$ cat config.mk
export PLATFORM = sky130hd
export DESIGN_NAME = detector_jogada
export DESIGN_NICKNAME = d
export VERILOG_FILES = /design/src/rtl/detector_jogada.sv
export SDC_FILE = /design/constraint.sdc
export NUM_CORES = 1
export LEC_CHECK = 0
export CAP_MARGIN = 20
export CORE_ASPECT_RATIO = 1.1
export CORE_MARGIN = 2
export CORE_UTILIZATION = 29
export CTS_BUF_LIST = sky130_fd_sc_hd__clkbuf_8
export DETAILED_ROUTE_END_ITERATION = 12
export GPL_TIMING_DRIVEN = 0
export PLACE_DENSITY = 0.55
export SLEW_MARGIN = 25
export SYNTH_ARGS = -nofsm -noshare
export SYNTH_HDL_FRONTEND = slang
export SYNTH_SLANG_ARGS = --single-unit
export TNS_END_PERCENT = 10
$ cat constraint.sdc
create_clock -name clock -period 2.1 [get_ports clock]
set_clock_uncertainty 0.1 [all_clocks]
set_input_delay 0.42 -clock clock [delete_from_list [all_inputs] [get_ports clock]]
set_output_delay 0.42 -clock clock [all_outputs]
set_load 0.02 [all_outputs]
$ cat src/rtl/detector_jogada.sv
// Debounced play detector: synchronizes four push-buttons and emits one
// pulse per debounced press (valid one-hot play or rejected multi-press).
module detector_jogada #(
  parameter int DEBOUNCE_CYCLES = 4
) (
  input  logic       clock,
  input  logic       reset,
  input  logic       enable,
  input  logic [3:0] botoes,
  output logic [3:0] jogada,
  output logic       jogada_feita,
  output logic       jogada_invalida,
  output logic       db_tem_jogada,
  output logic [3:0] db_estado
);

  typedef enum logic [1:0] {
    ESPERA      = 2'd0,
    FILTRA      = 2'd1,
    PRESSIONADO = 2'd2,
    SOLTA       = 2'd3
  } state_t;

  localparam logic [7:0] CNT_LAST = 8'(DEBOUNCE_CYCLES - 1);

  state_t     state_q, state_d;
  logic [7:0] cnt_q, cnt_d;
  logic [3:0] amostra_q, amostra_d;
  logic [3:0] jogada_q, jogada_d;
  logic       feita_q, feita_d;
  logic       invalida_q, invalida_d;
  logic [3:0] sync1_q, sync1_d;
  logic [3:0] sync2_q, sync2_d;
  logic [3:0] s;
  logic       amostra_onehot;

  assign sync1_d        = botoes;
  assign sync2_d        = sync1_q;
  assign s              = sync2_q;
  assign amostra_onehot = (amostra_q != 4'd0) && ((amostra_q & (amostra_q - 4'd1)) == 4'd0);

  // State register (synchronizer stages and all registered outputs included)
  always_ff @(posedge clock) begin
    if (reset) begin
      state_q    <= ESPERA;
      cnt_q      <= 8'd0;
      amostra_q  <= 4'd0;
      jogada_q   <= 4'd0;
      feita_q    <= 1'b0;
      invalida_q <= 1'b0;
      sync1_q    <= 4'd0;
      sync2_q    <= 4'd0;
    end else begin
      state_q    <= state_d;
      cnt_q      <= cnt_d;
      amostra_q  <= amostra_d;
      jogada_q   <= jogada_d;
      feita_q    <= feita_d;
      invalida_q <= invalida_d;
      sync1_q    <= sync1_d;
      sync2_q    <= sync2_d;
    end
  end

  // Next-state logic; pulses are decided on the FILTRA->PRESSIONADO edge
  always_comb begin
    state_d    = state_q;
    cnt_d      = cnt_q;
    amostra_d  = amostra_q;
    jogada_d   = jogada_q;
    feita_d    = 1'b0;
    invalida_d = 1'b0;
    case (state_q)
      ESPERA: begin
        if (enable && (s != 4'd0)) begin
          state_d   = FILTRA;
          amostra_d = s;
          cnt_d     = 8'd0;
        end
      end
      FILTRA: begin
        if ((s == 4'd0) || !enable) begin
          state_d = ESPERA;
        end else if (s != amostra_q) begin
          amostra_d = s;
          cnt_d     = 8'd0;
        end else if (cnt_q == CNT_LAST) begin
          state_d = PRESSIONADO;
          if (amostra_onehot) begin
            jogada_d = amostra_q;
            feita_d  = 1'b1;
          end else begin
            invalida_d = 1'b1;
          end
        end else begin
          cnt_d = cnt_q + 8'd1;
        end
      end
      PRESSIONADO: begin
        if (s == 4'd0) begin
          state_d = SOLTA;
          cnt_d   = 8'd0;
        end
      end
      SOLTA: begin
        // enable is deliberately ignored here so a release always completes
        if (s != 4'd0) begin
          state_d = PRESSIONADO;
        end else if (cnt_q == CNT_LAST) begin
          state_d = ESPERA;
        end else begin
          cnt_d = cnt_q + 8'd1;
        end
      end
      default: state_d = ESPERA;
    endcase
  end

  always_comb begin
    jogada          = jogada_q;
    jogada_feita    = feita_q;
    jogada_invalida = invalida_q;
    db_tem_jogada   = |s;
    db_estado       = {2'b00, state_q};
  end

endmodule

==> results.md, run 1 <==
* CP Launch Type: input pin
* Post-Syn Instances at 127
* DRT iter0 DRCs at 34
* Clock-pin transition on the worst setup and hold timing paths at 0.09 ns
* Initial core utilization at 0.295
* Clk_lat worst skew at 0.27 ns
* Slowest-stage cell, CP: clkdlybuf4s50_1
* Sequential cell area fraction in the yosys report at 0.449
* Core area at 4220 sq um
* Hold Crit Class: reg -> reg
* Final HPWL DP at 1.76 mm
* Final WL at 2.28 mm
* Delay-heaviest family, CP: simple AND/OR/NAND/NOR gates
* Critical Path Fanout Max at 5
* Clk buf depth at 2
* IO Pins at 18
* # diodes at 0
* Vias in the first global route at 960
* DR vias/cell at 4.66
* Row cnt at 25
* CTS root buf: clkbuf_8
* Crit share post-route at 0.922
* Cell count after placement at 197
* Yosys cell types at 39
* Die Wd at 66.5 um
* Pin count of the biggest net entering global routing at 16
* RSZ-0062 raised after global routing: false
* Die ar. at 4840 sq um
* Ys Warns at 0
* Slew Limit Headroom at 0.624
* Max Fclk at 516 MHz
* Syn_area_per_cell at 9.82 sq um
* Post-route antenna net violation count at 0
* First-pass GRT wire length at 4.06 mm
* Final Max Slew Viols at 0
* Worst Setup End Kind: flip-flop
* #FFs+latches synth at 28
* Final Util at 0.365
* P per Cell Area at 633 nW/um^2
* Critical path type: in -> reg
* Fill cell count at 442
* Required @ worst endpoint at 2.20 ns
* Outcome: completed
* CP peak stage delay at 0.47 ns
* Worst-Margin Slew at 0.558 ns
* Crit path time final at 1.94 ns
* Fin Hold WS at 0.342 ns
* Worst Path Buf+Inv at 2
* Leakage power at 0.587 nW
* TritonCTS clock tree: done
* Yosys top cell by area: dfxtp_1
* Postcts setup bufs at 0
* GRT Overall Usage at 0.106
* Total number of vias at 937
* Yosys top cell area share at 0.449
* Synth area leaders: dfxtp_1, nor2b_1, mux2i_1
* Detailed Routing Iterations Pass 1 at 4
* Final setup fails at 0
* Area growth from synthesis to layout at 23.6%
* VDD IR max at 0.271 mV
* Clk sinks at 28
* Share of cells above drive strength 1 at 0.129
* Grt total ovfl at 0
* Non-Filler Instances at 201
* WL per Instance at 11.3 um
* Num CTS Buffers at 3
* Final nets at 156
* Htree depth at 1
* Critical Path AT at 2.04 ns
* Count of final hold-check violations at 0
* Post-Syn Area at 1250 sq um
* Initial antenna violation count at 0
* IO buf count at 15
* # DRC at 0
* Final instance area at 1540 sq um
* Routability cong. at 0.839
* Setup TNS at 0 ns
* CTS Hold Bufs at 0
* Area post-placement at 1470 sq um
* Max-Cap Viols at 0
* Die Height at 72.8 um
* CP cell instances: clkdlybuf4s50_1 -> nor2b_2 -> and2_2 -> buf_2 -> nand2_1 -> nor3b_4 -> mux2i_1
==> metal layers <==
layer,part of all wire,vias up,global-route usage
li1,-,485,-
met2,0.53,21,0.188
met3,0.032,2,0.0278
met1,0.44,429,0.123
met5,0,-,0
met4,0.0053,0,0.0363
==> state kept, by name, indices dropped and copies added (netlist names) <==
name             flops
amostra_q            4
cnt_q                8
jogada               4
jogada_feita         1
jogada_invalida      1
s                    4
state_q              2
sync1_q              4
==> cell usage after synthesis <==
cell type and instances:
nor3_1 3, or3b_1 1, a41o_1 1, xnor2_1 5, a211oi_1 1, inv_2 1
clkbuf_1 2, a22o_1 2, mux2i_1 8, buf_4 2, mux2_4 1, a41oi_1 1
a21boi_0 1, o21ai_0 10, nand3_1 1, conb_1 1, nand4b_1 1, o31ai_1 2
mux2_2 1, nor2_1 7, nor2b_1 14, and4_1 1, nand3_2 1, and3_1 6
inv_1 1, nor3b_4 1, a31oi_1 1, nor4b_1 1, or2_1 1, nor4_2 1
a21oi_1 1, buf_2 1, and2_2 1, a22o_2 2, nand2_1 2, nand4_1 2
dfxtp_1 28, ha_1 1, nand2b_1 9
==> layout by cell type, fill, tap and decap left out, types with 2 or more instances in the layout <==
cell type         n
nand2_1           2
buf_4             2
nor2_1            7
nor3_1            3
clkbuf_1          2
mux2i_1           8
conb_1            2
clkdlybuf4s50_1  14
dfxtp_1          28
o31ai_1           2
nand4_1           2
o21ai_0          10
nand2b_1          9
xnor2_1           5
a22o_2            2
clkbuf_8          4
nor2b_1          13
and3_1            5
a22o_1            2
==> cell type report <==
| type | count | area (sq um) | area share |
|---|---|---|---|
| repair buffers | 15 | 149 | 0.0966 |
| well taps | 54 | 67.6 | 0.0438 |
| flip-flops and latches | 28 | 561 | 0.364 |
| clock buffers | 4 | 55.1 | 0.0357 |
| inverters | 2 | 7.51 | 0.00487 |
| plain buffers | 5 | 27.5 | 0.0179 |
| multi-input cells | 93 | 674 | 0.437 |
==> kinds of logic after synthesis <==
family | Yosys count | synth area share
simple gates | 53 | 0.271
flops | 28 | 0.449
compound gates | 22 | 0.118
mux | 10 | 0.0853
buf+inv | 7 | 0.0281
xor+xnor | 5 | 0.0351
fa+ha+maj | 1 | 0.0100
other cells | 1 | 0.00301
==> power breakdown <==
group / internal, mW / switching, mW
combinational: 0.0489 / 0.0497
clock: 0.168 / 0.161
sequential: 0.540 / 0.00816
total: 0.757 / 0.219
==> per-stage QoR <==
step                      total power [mW]  setup slack (ns)
after global routing                  1.03            0.0263
after detailed placement             0.659            -0.151
after global placement               0.658            -0.116
final                                0.976             0.164
after floorplan                      0.628             0.343
after CTS                            0.990            0.0320
==> path summary, 6_finish.rpt <==
path                   start   endpoint  slack [ns]  cells after the start
setup reg to reg    cnt_q[0]  jogada[2]        0.23                      5
setup / recovery      enable  jogada[2]        0.16                      7
hold reg to reg   sync1_q[1]       s[1]        0.34                      1
hold / removal    sync1_q[1]       s[1]        0.34                      1
==> repair_timing <==
action / 4_1_cts / 5_1_grt
gates cloned: 0 / 0
pin swaps: 0 / 1
resized for setup: 2 / 3
setup endpoints to repair: 1 / 6
(Power assumes the default switching activity.)
==> run 2: changes to the inputs <==
==> constraint.sdc (replaced) <==
create_clock -name clock -period 2.1 [get_ports clock]
set_clock_uncertainty 0.1 [all_clocks]
set_input_delay 0.315 -clock clock [delete_from_list [all_inputs] [get_ports clock]]
set_output_delay 0.315 -clock clock [all_outputs]
set_load 0.02 [all_outputs]
==> run 2 against run 1 <==
Sequential cell count did not move; critical path depth down 4; routed wire length fell by 0.44%; maximum frequency down 2.1%; die area unchanged; critical path type is now reg -> out; highest routed layer unchanged.
==> results.md, run 2 (same netlist as run 1, synthesis figures left out) <==
* Setup TNS at 0 ns (unchanged)
* Final WL at 2.27 mm (was 2.28 mm)
* CP peak stage delay at 0.54 ns (was 0.47 ns)
* Fill cell count at 444 (was 442)
* Met2 Usage GRT at 0.188 (unchanged)
* Share of cells above drive strength 1 at 0.122 (was 0.129)
* Routability cong. at 0.839 (unchanged)
* Final Max Slew Viols at 0 (unchanged)
* Row cnt at 25 (unchanged)
* GRT Overall Usage at 0.106 (unchanged)
* Most common cell after layout, fill and taps aside: dfxtp_1 (unchanged)
* WL per Instance at 11.3 um (about the same)
* Final HPWL DP at 1.76 mm (unchanged)
* Pin count of the biggest net entering global routing at 16 (unchanged)
* Worst Setup End Kind: primary output (was flip-flop)
* Final instance area at 1540 sq um (about the same)
* IO buf count at 15 (unchanged)
* Clk sinks at 28 (unchanged)
* Crit share post-route at 0.942 (was 0.922)
* Total number of vias at 939 (was 937)
* First-pass GRT wire length at 4.06 mm (unchanged)
* RSZ-0062 raised after global routing: false (unchanged)
* CP cell instances: nor4_4 -> inv_2 -> clkdlybuf4s50_1 (was clkdlybuf4s50_1 -> nor2b_2 -> and2_2 -> buf_2 -> nand2_1 -> nor3b_4 -> mux2i_1)
* VDD IR max at 0.271 mV (about the same)
* # DRC at 0 (unchanged)
* DR vias/cell at 4.67 (was 4.66)
* Max reg flops at 8 (unchanged)
* Met1 usage at 0.123 (unchanged)
* Top Usage Layer GRT: met2 (unchanged)
* Initial core utilization at 0.295 (unchanged)
* Postcts setup bufs at 0 (unchanged)
* P per Cell Area at 635 nW/um^2 (was 633 nW/um^2)
* Critical path type: reg -> out (was in -> reg)
* Max-Cap Viols at 0 (unchanged)
* Slew Limit Headroom at 0.632 (was 0.624)
* IO Pins at 18 (unchanged)
* Die Height at 72.8 um (unchanged)
* Hold Crit Class: reg -> reg (unchanged)
* Die ar. at 4840 sq um (unchanged)
* Core area at 4220 sq um (unchanged)
* Met3 GRT Util at 0.0278 (unchanged)
* Htree depth at 1 (unchanged)
* Outcome: completed (unchanged)
* Final WS setup at 0.121 ns (was 0.164 ns)
* Clk_lat worst skew at 0.27 ns (about the same)
* Count of final hold-check violations at 0 (unchanged)
* Detailed Routing Iterations Pass 1 at 4 (unchanged)
* Worst Path Buf+Inv at 2 (unchanged)
* Crit path time final at 1.98 ns (was 1.94 ns)
* Worst-Margin Slew at 0.547 ns (was 0.558 ns)
* Vias in the first global route at 958 (was 960)
* Final setup fails at 0 (unchanged)
* Critical Path AT at 1.56 ns (was 2.04 ns)
* Critical Path Fanout Max at 3 (was 5)
* Register bank with the most flops: cnt_q (unchanged)
* Num CTS Buffers at 3 (unchanged)
* Grt total ovfl at 0 (unchanged)
* Commonest cells after routing, fill and taps aside: dfxtp_1, clkdlybuf4s50_1, nor2b_1 (unchanged)
* Clock-pin transition on the worst setup and hold timing paths at 0.10 ns (was 0.09 ns)
* Slowest-stage cell, CP: clkdlybuf4s50_1 (unchanged)
* Required @ worst endpoint at 1.68 ns (was 2.20 ns)
* TritonCTS clock tree: done (unchanged)
* Delay-heaviest family, CP: buffers and inverters (was simple AND/OR/NAND/NOR gates)
* Area post-placement at 1470 sq um (unchanged)
* Die Wd at 66.5 um (unchanged)
* Final nets at 156 (unchanged)
* Leakage power at 0.584 nW (was 0.587 nW)
* Area growth from synthesis to layout at 23.5% (was 23.6%)
* Max Fclk at 505 MHz (was 516 MHz)
* Setup WS pre-CTS at -0.0463 ns (was -0.151 ns)
* Post-route antenna net violation count at 0 (unchanged)
* # diodes at 0 (unchanged)
* Initial antenna violation count at 0 (unchanged)
* DRT iter0 DRCs at 19 (was 34)
* CP Launch Type: flip-flop (was input pin)
* Clk buf depth at 2 (unchanged)
* CTS root buf: clkbuf_8 (unchanged)
## run 2: per-stage QoR
stage / std cells / util / hold slack (ns) / power (mW)
final: 201 / 0.365 / 0.342 / 0.978
after global routing: 201 / 0.365 / 0.367 / 1.03
after CTS: 201 / 0.361 / 0.344 / 0.989
after detailed placement: 197 / 0.348 / 0.320 / 0.659
after global placement: 197 / 0.348 / 0.321 / 0.658
after floorplan: 128 / - / 0.314 / 0.628
## run 2: path summary, 6_finish.rpt
kind | slack [ns] | depth (start not counted) | start | end
hold / removal | 0.34 | 1 | sync1_q[1] | s[1]
hold reg to reg | 0.34 | 1 | sync1_q[1] | s[1]
setup / recovery | 0.12 | 3 | s[0] | db_tem_jogada
setup reg to reg | 0.22 | 5 | cnt_q[0] | jogada[2]
## run 2: power by group
part	switching (mW)	internal [mW]
sequential	0.00818	0.540
combinational	0.0498	0.0501
clock	0.162	0.168
## run 2: area by class of cell
type	count	area [sq um]	share of cell area
Buffer	5	27.5	0.0179
Clock buffer	4	55.1	0.0357
Inverter	2	7.51	0.00487
Multi-Input combinational cell	93	672	0.436
Sequential cell	28	561	0.364
Tap cell	54	67.6	0.0439
Timing Repair Buffer	15	150	0.0975
## run 2: worst register-to-register path: stages, from the launching register on
cell	delay [ns]
dfxtp_1	0.37
ha_1	0.20
nor4b_2	0.29
and3_2	0.29
nor3b_4	0.33
mux2i_1	0.23
## run 2: what timing repair did
| action | CTS | global route |
|---|---|---|
| endpoints found under the setup margin | 0 | 7 |
| hold buffers | 0 | 0 |
| gates resized for setup | 0 | 3 |
## run 2: metal layers
metal	vias to the layer above	wire length [um]
met2	16	1190
met4	0	12
met3	2	60
met1	434	1010
met5	-	0
li1	487	-
==> run 3: changes to the inputs <==
--- a/config.mk
+++ b/config.mk
@@ -7,7 +7,6 @@
 export LEC_CHECK = 0
 export CAP_MARGIN = 20
 export CORE_ASPECT_RATIO = 1.1
-export CORE_MARGIN = 2
 export CORE_UTILIZATION = 29
 export CTS_BUF_LIST = sky130_fd_sc_hd__clkbuf_8
 export DETAILED_ROUTE_END_ITERATION = 12
==> run 3 against run 2 <==
Critical path depth is 3 higher; sequential share of layout area is 0.50 points lower; first-iteration DRC count grew to 3.9 times the previous value; clock power is 27% higher; count of clock-buffer cells in the layout is 1 lower; critical path type is now reg -> reg; via count is 2.0% higher; sequential power hardly changed; hold slack worse by 0.0016 ns; global-route usage is 0.96 points higher; die area is 5.7% lower; final cell count stayed put; highest routed layer unchanged; largest power group unchanged.
==> results.md, run 3 (same netlist as run 1, synthesis figures left out) <==
* Slew Limit Headroom at 0.630 (was 0.632)
* Final nets at 158 (was 156)
* Met1 usage at 0.132 (was 0.123)
* GRT Overall Usage at 0.116 (was 0.106)
* Routability cong. at 0.883 (was 0.839)
* Max-Cap Viols at 0 (unchanged)
* IO Pins at 18 (unchanged)
* Htree depth at 1 (unchanged)
* Met3 GRT Util at 0.0355 (was 0.0278)
* Clock-pin transition on the worst setup and hold timing paths at 0.09 ns (was 0.10 ns)
* # diodes at 0 (unchanged)
* Setup WS pre-CTS at -0.0576 ns (was -0.0463 ns)
* Clk sinks at 28 (unchanged)
* Final Util at 0.385 (was 0.365)
* WL per Instance at 11.8 um (was 11.3 um)
* Leakage power at 0.610 nW (was 0.584 nW)
* Grt total ovfl at 0 (unchanged)
* Die Height at 70.8 um (was 72.8 um)
* Register bank with the most flops: cnt_q (unchanged)
* Final WS setup at 0.249 ns (was 0.121 ns)
* CP Launch Type: flip-flop (unchanged)
* Area post-placement at 1470 sq um (about the same)
* Detailed Routing Iterations Pass 1 at 4 (unchanged)
* DR vias/cell at 4.77 (was 4.67)
* Crit path time final at 1.85 ns (was 1.98 ns)
* Total number of vias at 958 (was 939)
* Post-route antenna net violation count at 0 (unchanged)
* Clk buf depth at 2 (unchanged)
* Core area at 4050 sq um (was 4220 sq um)
* Hold Crit Class: reg -> reg (unchanged)
* Die Wd at 64.5 um (was 66.5 um)
* Num CTS Buffers at 3 (unchanged)
* Clk_lat worst skew at 0.27 ns (about the same)
* Initial core utilization at 0.308 (was 0.295)
* VDD IR max at 0.449 mV (was 0.271 mV)
* Max reg flops at 8 (unchanged)
* Most common cell after layout, fill and taps aside: dfxtp_1 (unchanged)
* First-pass GRT wire length at 4.18 mm (was 4.06 mm)
* Critical Path Fanout Max at 4 (was 3)
* Met2 Usage GRT at 0.214 (was 0.188)
* Pin count of the biggest net entering global routing at 17 (was 16)
* Final instance area at 1560 sq um (was 1540 sq um)
* P per Cell Area at 682 nW/um^2 (was 635 nW/um^2)
* Final HPWL DP at 1.77 mm (was 1.76 mm)
* Row cnt at 24 (was 25)
* # DRC at 0 (unchanged)
* RSZ-0062 raised after global routing: false (unchanged)
* TritonCTS clock tree: done (unchanged)
* Max Fclk at 540 MHz (was 505 MHz)
* Final WL at 2.36 mm (was 2.27 mm)
* Count of final hold-check violations at 0 (unchanged)
* Share of cells above drive strength 1 at 0.128 (was 0.122)
* Final Max Slew Viols at 0 (unchanged)
* Top Usage Layer GRT: met2 (unchanged)
* CTS root buf: clkbuf_8 (unchanged)
* Commonest cells after routing, fill and taps aside: dfxtp_1, nor2b_1, clkdlybuf4s50_1 (was dfxtp_1, clkdlybuf4s50_1, nor2b_1)
* Crit share post-route at 0.881 (was 0.942)
* Required @ worst endpoint at 2.21 ns (was 1.68 ns)
* Final setup fails at 0 (unchanged)
* Fill cell count at 429 (was 444)
* Worst Setup End Kind: flip-flop (was primary output)
* IO buf count at 15 (unchanged)
* Fin Hold WS at 0.341 ns (was 0.342 ns)
* Critical Path AT at 1.96 ns (was 1.56 ns)
* Setup slack, reg-to-reg at 0.25 ns (was 0.22 ns)
* Vias in the first global route at 946 (was 958)
* Outcome: completed (unchanged)
* Die ar. at 4570 sq um (was 4840 sq um)
* DRT iter0 DRCs at 74 (was 19)
* Worst-Margin Slew at 0.550 ns (was 0.547 ns)
* Area growth from synthesis to layout at 25.2% (was 23.5%)
* Initial antenna violation count at 0 (unchanged)
* Critical path type: reg -> reg (was reg -> out)
## run 3: changes by cell type in the layout (fill, tap and decap cells not counted)
cell,change
clkbuf_8,-1
and3_1,+1
clkdlybuf4s50_1,-1
nor4_2,+1
buf_4,+2
bufinv_16,+1
dlymetal6s2s_1,+1
nor4_4,-1
and3_2,-1
## run 3: critical path, cell delays in order (launching register included)
cell,delay [ns]
dfxtp_1,0.36
ha_1,0.19
nor4b_2,0.28
and3_1,0.29
nor3b_4,0.22
buf_4,0.16
mux2i_1,0.17
## run 3: worst paths after layout
check / endpoint / cells past startpoint / startpoint
setup / recovery: jogada[1] / 6 / cnt_q[0]
hold / removal: s[1] / 1 / sync1_q[1]
setup reg to reg: jogada[1] / 6 / cnt_q[0]
hold reg to reg: s[1] / 1 / sync1_q[1]
## run 3: final cells by class
cell class                 count  area [sq um]  area share
multi-input combinational     93           662       0.424
inverter                       2          7.51     0.00481
buffer                         5          27.5      0.0176
tap                           52          65.1      0.0417
clock inverter                 1          30.0      0.0192
clock buffer                   3          41.3      0.0264
timing repair buffer          17           168       0.107
sequential                    28           561       0.359
## run 3: metal layers
layer	vias to the layer above	share of wire	routed length, um
li1	488	-	-
met2	19	0.52	1230
met3	2	0.039	93
met5	-	0	0
met1	449	0.44	1030
met4	0	0.0047	11
## run 3: through the flow
stage | std cells | power (mW) | TNS [ns]
finish | 201 | 1.06 | 0
global route | 201 | 1.12 | 0
CTS | 199 | 1.08 | 0
detailed placement | 195 | 0.660 | -0.116
global placement | 195 | 0.658 | -0.0176
floorplan | 128 | 0.628 | 0
## run 3: power by group
| part | internal, mW | switching (mW) | total [mW] |
|---|---|---|---|
| clock | 0.255 | 0.163 | 0.418 |
| sequential | 0.540 | 0.00730 | 0.548 |
| combinational | 0.0484 | 0.0507 | 0.0991 |
| total | 0.844 | 0.221 | 1.06 |
## run 3: timing repair
item	4_1_cts	5_1_grt
setup buffers	0	2
hold buffers	0	0
setup endpoints to repair	0	7
resized for setup	0	2
